$ cat config.mk
export PLATFORM = sky130hd
export DESIGN_NAME = axis_fifo_pkt
export DESIGN_NICKNAME = d
export VERILOG_FILES = /design/src/rtl/axis_fifo_pkt.sv
export SDC_FILE = /design/constraint.sdc
export NUM_CORES = 1
export LEC_CHECK = 0
export CAP_MARGIN = 30
export CORE_ASPECT_RATIO = 1.75
export CORE_UTILIZATION = 40
export CTS_BUF_LIST = sky130_fd_sc_hd__clkbuf_16
export DETAILED_ROUTE_END_ITERATION = 7
export PLACE_DENSITY_LB_ADDON = 0.12
export SLEW_MARGIN = 20
export SYNTH_ARGS = -nofsm -noshare
export SYNTH_HDL_FRONTEND = slang
export SYNTH_SLANG_ARGS = --single-unit
$ cat constraint.sdc
create_clock -name axis_clk -period 4.9 [get_ports axis_clk]
set_input_delay 0.98 -clock axis_clk [delete_from_list [all_inputs] [get_ports axis_clk]]
set_output_delay 0.98 -clock axis_clk [all_outputs]
set_load 0.02 [all_outputs]
$ cat src/rtl/axis_fifo_pkt.sv
// AXI4-Stream FIFO with fall-through head, registered fill status and an optional
// store-and-forward packet mode that drops packets too large to fit in the FIFO.
module axis_fifo_pkt #(
  parameter int data_bits         = 32,
  parameter int tkeep_width       = data_bits / 8,
  parameter int addr_bits         = 4,
  parameter int packet_mode       = 0,
  parameter int almost_full_level = 12
) (
  input  logic                   axis_clk,
  input  logic                   axis_reset,
  input  logic [data_bits-1:0]   s_axis_tdata,
  input  logic [tkeep_width-1:0] s_axis_tkeep,
  input  logic                   s_axis_tlast,
  input  logic                   s_axis_tvalid,
  output logic                   s_axis_tready,
  output logic [data_bits-1:0]   m_axis_tdata,
  output logic [tkeep_width-1:0] m_axis_tkeep,
  output logic                   m_axis_tlast,
  output logic                   m_axis_tvalid,
  input  logic                   m_axis_tready,
  output logic [addr_bits:0]     fill_level,
  output logic                   almost_full,
  output logic                   pkt_drop
);
  // Handshake: a beat moves on a port only in a cycle where valid and ready are both
  // high; s_axis_tready depends only on registered state, never on m_axis_tready.

  localparam int DEPTH = 2 ** addr_bits;
  localparam int EW    = data_bits + tkeep_width + 1;
  localparam logic [addr_bits:0] AF_LEVEL = (addr_bits + 1)'(almost_full_level);
  localparam logic [addr_bits:0] PTR_ONE  = (addr_bits + 1)'(1);
  localparam logic [addr_bits:0] FULL_XOR = {1'b1, {addr_bits{1'b0}}};
  localparam bit PKT = (packet_mode != 0);

  typedef enum logic {ST_PASS = 1'b0, ST_DROP = 1'b1} state_t;
  state_t state_q, state_d;

  logic [EW-1:0]      mem [DEPTH];
  logic [EW-1:0]      head;
  logic [addr_bits:0] wr_ptr_q, wr_ptr_d;
  logic [addr_bits:0] rd_ptr_q, rd_ptr_d;
  logic [addr_bits:0] pkt_start_q, pkt_start_d;
  logic [addr_bits:0] pkt_count_q, pkt_count_d;
  logic [addr_bits:0] fill_q, fill_d;
  logic               full_q, full_d;
  logic               af_q, af_d;
  logic               empty, head_valid, wr_en, rd_en, rewind, drop_pulse, tready_c;

  assign empty         = (wr_ptr_q == rd_ptr_q);
  assign head          = mem[rd_ptr_q[addr_bits-1:0]];
  assign head_valid    = !empty && (!PKT || (pkt_count_q != '0));
  assign rd_en         = head_valid && m_axis_tready;
  assign m_axis_tvalid = head_valid;
  assign {m_axis_tdata, m_axis_tkeep, m_axis_tlast} = head_valid ? head : '0;
  assign s_axis_tready = tready_c && !axis_reset;
  assign fill_level    = fill_q;
  assign almost_full   = af_q;
  assign pkt_drop      = drop_pulse;

  // A full FIFO with no complete packet means the packet being written cannot fit.
  always_comb begin
    state_d    = state_q;
    tready_c   = 1'b0;
    wr_en      = 1'b0;
    rewind     = 1'b0;
    drop_pulse = 1'b0;
    case (state_q)
      ST_PASS: begin
        tready_c = !full_q;
        wr_en    = s_axis_tvalid && !full_q && !axis_reset;
        if (PKT && full_q && (pkt_count_q == '0) && s_axis_tvalid) begin
          rewind = 1'b1;
          if (s_axis_tlast) drop_pulse = 1'b1;
          else              state_d    = ST_DROP;
        end
      end
      ST_DROP: begin
        tready_c = 1'b1;
        if (s_axis_tvalid && s_axis_tlast) begin
          drop_pulse = 1'b1;
          state_d    = ST_PASS;
        end
      end
      default: state_d = ST_PASS;
    endcase
  end

  always_comb begin
    wr_ptr_d    = wr_ptr_q;
    rd_ptr_d    = rd_ptr_q;
    pkt_start_d = pkt_start_q;
    pkt_count_d = pkt_count_q;
    if (rewind)     wr_ptr_d = pkt_start_q;
    else if (wr_en) wr_ptr_d = wr_ptr_q + PTR_ONE;
    if (rd_en)      rd_ptr_d = rd_ptr_q + PTR_ONE;
    // The next packet always begins right after the last committed tlast beat.
    if (wr_en && s_axis_tlast) pkt_start_d = wr_ptr_q + PTR_ONE;
    case ({wr_en && s_axis_tlast, rd_en && head[0]})
      2'b10:   pkt_count_d = pkt_count_q + PTR_ONE;
      2'b01:   pkt_count_d = pkt_count_q - PTR_ONE;
      default: pkt_count_d = pkt_count_q;
    endcase
    fill_d = wr_ptr_d - rd_ptr_d;
    full_d = ((wr_ptr_d ^ rd_ptr_d) == FULL_XOR);
    af_d   = (fill_d >= AF_LEVEL);
  end

  always_ff @(posedge axis_clk or posedge axis_reset) begin
    if (axis_reset) begin
      state_q     <= ST_PASS;
      wr_ptr_q    <= '0;
      rd_ptr_q    <= '0;
      pkt_start_q <= '0;
      pkt_count_q <= '0;
      fill_q      <= '0;
      full_q      <= 1'b0;
      af_q        <= 1'b0;
    end else begin
      state_q     <= state_d;
      wr_ptr_q    <= wr_ptr_d;
      rd_ptr_q    <= rd_ptr_d;
      pkt_start_q <= pkt_start_d;
      pkt_count_q <= pkt_count_d;
      fill_q      <= fill_d;
      full_q      <= full_d;
      af_q        <= af_d;
    end
  end

  always_ff @(posedge axis_clk) begin
    if (wr_en) mem[wr_ptr_q[addr_bits-1:0]] <= {s_axis_tdata, s_axis_tkeep, s_axis_tlast};
  end

endmodule

==> run metrics <==
H-tree depth 2; top-area cell type share of the netlist area 74.63%; Synth async-reset ratio 2.951%; most common library cells after synthesis edfxtp_1 (592), mux2i_1 (148), nor2_1 (91); Final Setup Violations 0; Syn Area/Cell 18.67 um2; register area 18240 um2; fin crit period 4.691 ns; status complete, no violations; Post-Route Setup TNS 0 ns; CTS buffer count 56; mapped cell area 23820 um2; final core occ 46.75%; Worst EP arrival 3.71 ns; power consumption 16.29 mW; post-CTS setup buffers 0; number of flops mapped to enable cells by yosys 592; Final Hold Viols 0; dpl hpwl 30.16 mm; clk sinks 610; Setup Crit Path Kind reg -> out; die area 60570 um2; fin. max-slew vios 0; gr usage total 19.23%; Resized cells post-CTS 0; Peak VDD IR 0.0003725 V; number of global-route vias before repair 12810; remaining global-route overflow 0; Seq pwr share 38.7%; Startpoint Class register; largest area contributor in the netlist edfxtp_1; # fillers 5042; DRC viols 0; Post-Layout Cell Count 2217; TritonCTS clock tree yes; switching share of power 34.20%; max cap viols 0; Total Wirelength 57.74 mm; WL/cell 26.04 um; initial antenna violation count 1; slew margin rel. 39.01%; Worst Skew 0.01448 ns; number of DRC markers in iteration 0 701; ANT nets after route 0; PwrDens 589.9 nW/um2; Net count, final 1438; Fin Hold WS 0.5236 ns; Yosys cell types 43; worst setup margin 0.2092 ns; Syn. warnings 0; proportion of layout cells with a drive suffix above 1 15.46%; Root Buffer clkbuf_16; most frequent cell after synthesis edfxtp_1; Worst Tran Pin Value 0.9149 ns; Worst EP required 3.92 ns; Psw 5.569 mW; flops & latches, synth 610; Primary FF master, synth edfxtp_1; DR pass1 iterations 5; Synth area leaders edfxtp_1 (75%), mux4_2 (7.0%), mux2i_1 (6.2%); fin area 27610 um2; core box area 59060 um2; Internal 10.72 mW; Place WS 0.7995 ns; largest net degree at the start of global routing 67; Starting Density 40.33%; multi-input logic area 5358 um2; Final period util 95.73%; Rows 118; Critical Path Fanout Max 21; clk_lat worst skew 0.61 ns; CP endpoint kind primary output; die width 186.5 um; placed instance area 25920 um2; Mapped Nets 1326; io pins 87; Die Span Y 324.8 um; placed insts 2111; post-DR vias/cell 5.467; Leakage 9.101 nW; first-pass GRT wire length 85.07 mm; RSZ-0062 raised after global routing false; GPL Wtd Cong 0.7199; via count 12120; clock buffer depth 3; Combinational Power Share 36.3%; Synth Instances 1276; Worst-path clk slew 0.06 ns; fmax 213.2 MHz; synthesis-to-layout area growth 15.89%; CTS Hold Bufs 0; Clk network pwr share 24.9%; sequential area share after synthesis 76.52%; Buffers on Ports 86; Hold Crit Class reg -> reg
-- worst paths after layout --
check	from	endpoint	slack, ns	cells after the start
max	rd_ptr_q[0]$_DFF_PP0_	m_axis_tvalid	0.21	6
min	rd_ptr_q[4]$_DFF_PP0_	rd_ptr_q[4]$_DFF_PP0_	0.52	1
max reg2reg	rd_ptr_q[0]$_DFF_PP0_	almost_full$_DFF_PP0_	0.89	13
min reg2reg	rd_ptr_q[4]$_DFF_PP0_	rd_ptr_q[4]$_DFF_PP0_	0.52	1
max in group asynchronous	axis_reset	rd_ptr_q[1]$_DFF_PP0_	3.43	2
min in group asynchronous	axis_reset	state_q$_DFF_PP0_	0.92	2
-- power by group through the flow --
stage / Combinational (mW) / Clock, mW / Sequential (mW)
after floorplan: 3.85 / 0 / 6.29
after global placement: 6.04 / 0 / 6.42
after detailed placement: 6.03 / 0 / 6.43
after CTS: 6.06 / 4.17 / 6.32
after global routing: 6.37 / 4.33 / 6.34
final: 5.92 / 4.06 / 6.31
-- kinds of logic after synthesis --
logic type,after synthesis,share of synthesized area [%]
AO/OA/AOI/OAI,170,4.580
XOR/XNOR,15,0.5831
adder cells (fa/ha/maj),9,0.4727
buffers and inverters,85,1.465
flip-flops,610,76.52
multiplexers,222,13.22
AND/OR/NAND/NOR,165,3.162
-- cell usage in the layout (no fill, tap or decap), types with 27 or more instances in the layout --
cell             count
edfxtp_1           592
mux2i_1            148
clkdlybuf4s50_1     86
nor2_1              80
mux4_2              74
clkbuf_16           57
a21oi_1             46
o21ai_0             39
nor3_1              38
o221ai_1            38
o22ai_1             37
inv_1               30
buf_4               27
-- sequential cells by signal (all words and copies together) (netlist names) --
register,cells
almost_full,1
fill_level,5
full_q,1
mem,592
rd_ptr_q,5
state_q,1
wr_ptr_q,5
-- worst max-delay path, stage by stage, from the launching register on --
cell             delay, ns
dfrtp_4               0.62
xnor2_1               0.37
and2_1                0.25
and2_2                0.65
buf_4                 0.46
inv_1                 0.13
clkdlybuf4s50_1       0.59
-- layout make-up --
cell class	count	area share (%)
antenna	1	0.009065
clock inverter	49	0.9608
multi-input combinational	581	19.41
clock buffer	57	5.167
tap	780	3.535
sequential	610	66.07
inverter	15	0.2040
timing repair buffer	124	4.650
-- routing by layer --
metal / vias up / routed length (um) / GRT usage, %
met5: - / 0 / 0
met4: 0 / 1781 / 7.003
met3: 96 / 1678 / 2.215
met2: 228 / 31210 / 35.65
met1: 6414 / 23070 / 22.74
li1: 5383 / - / -
Note: power is estimated with default switching activity, not from simulation.
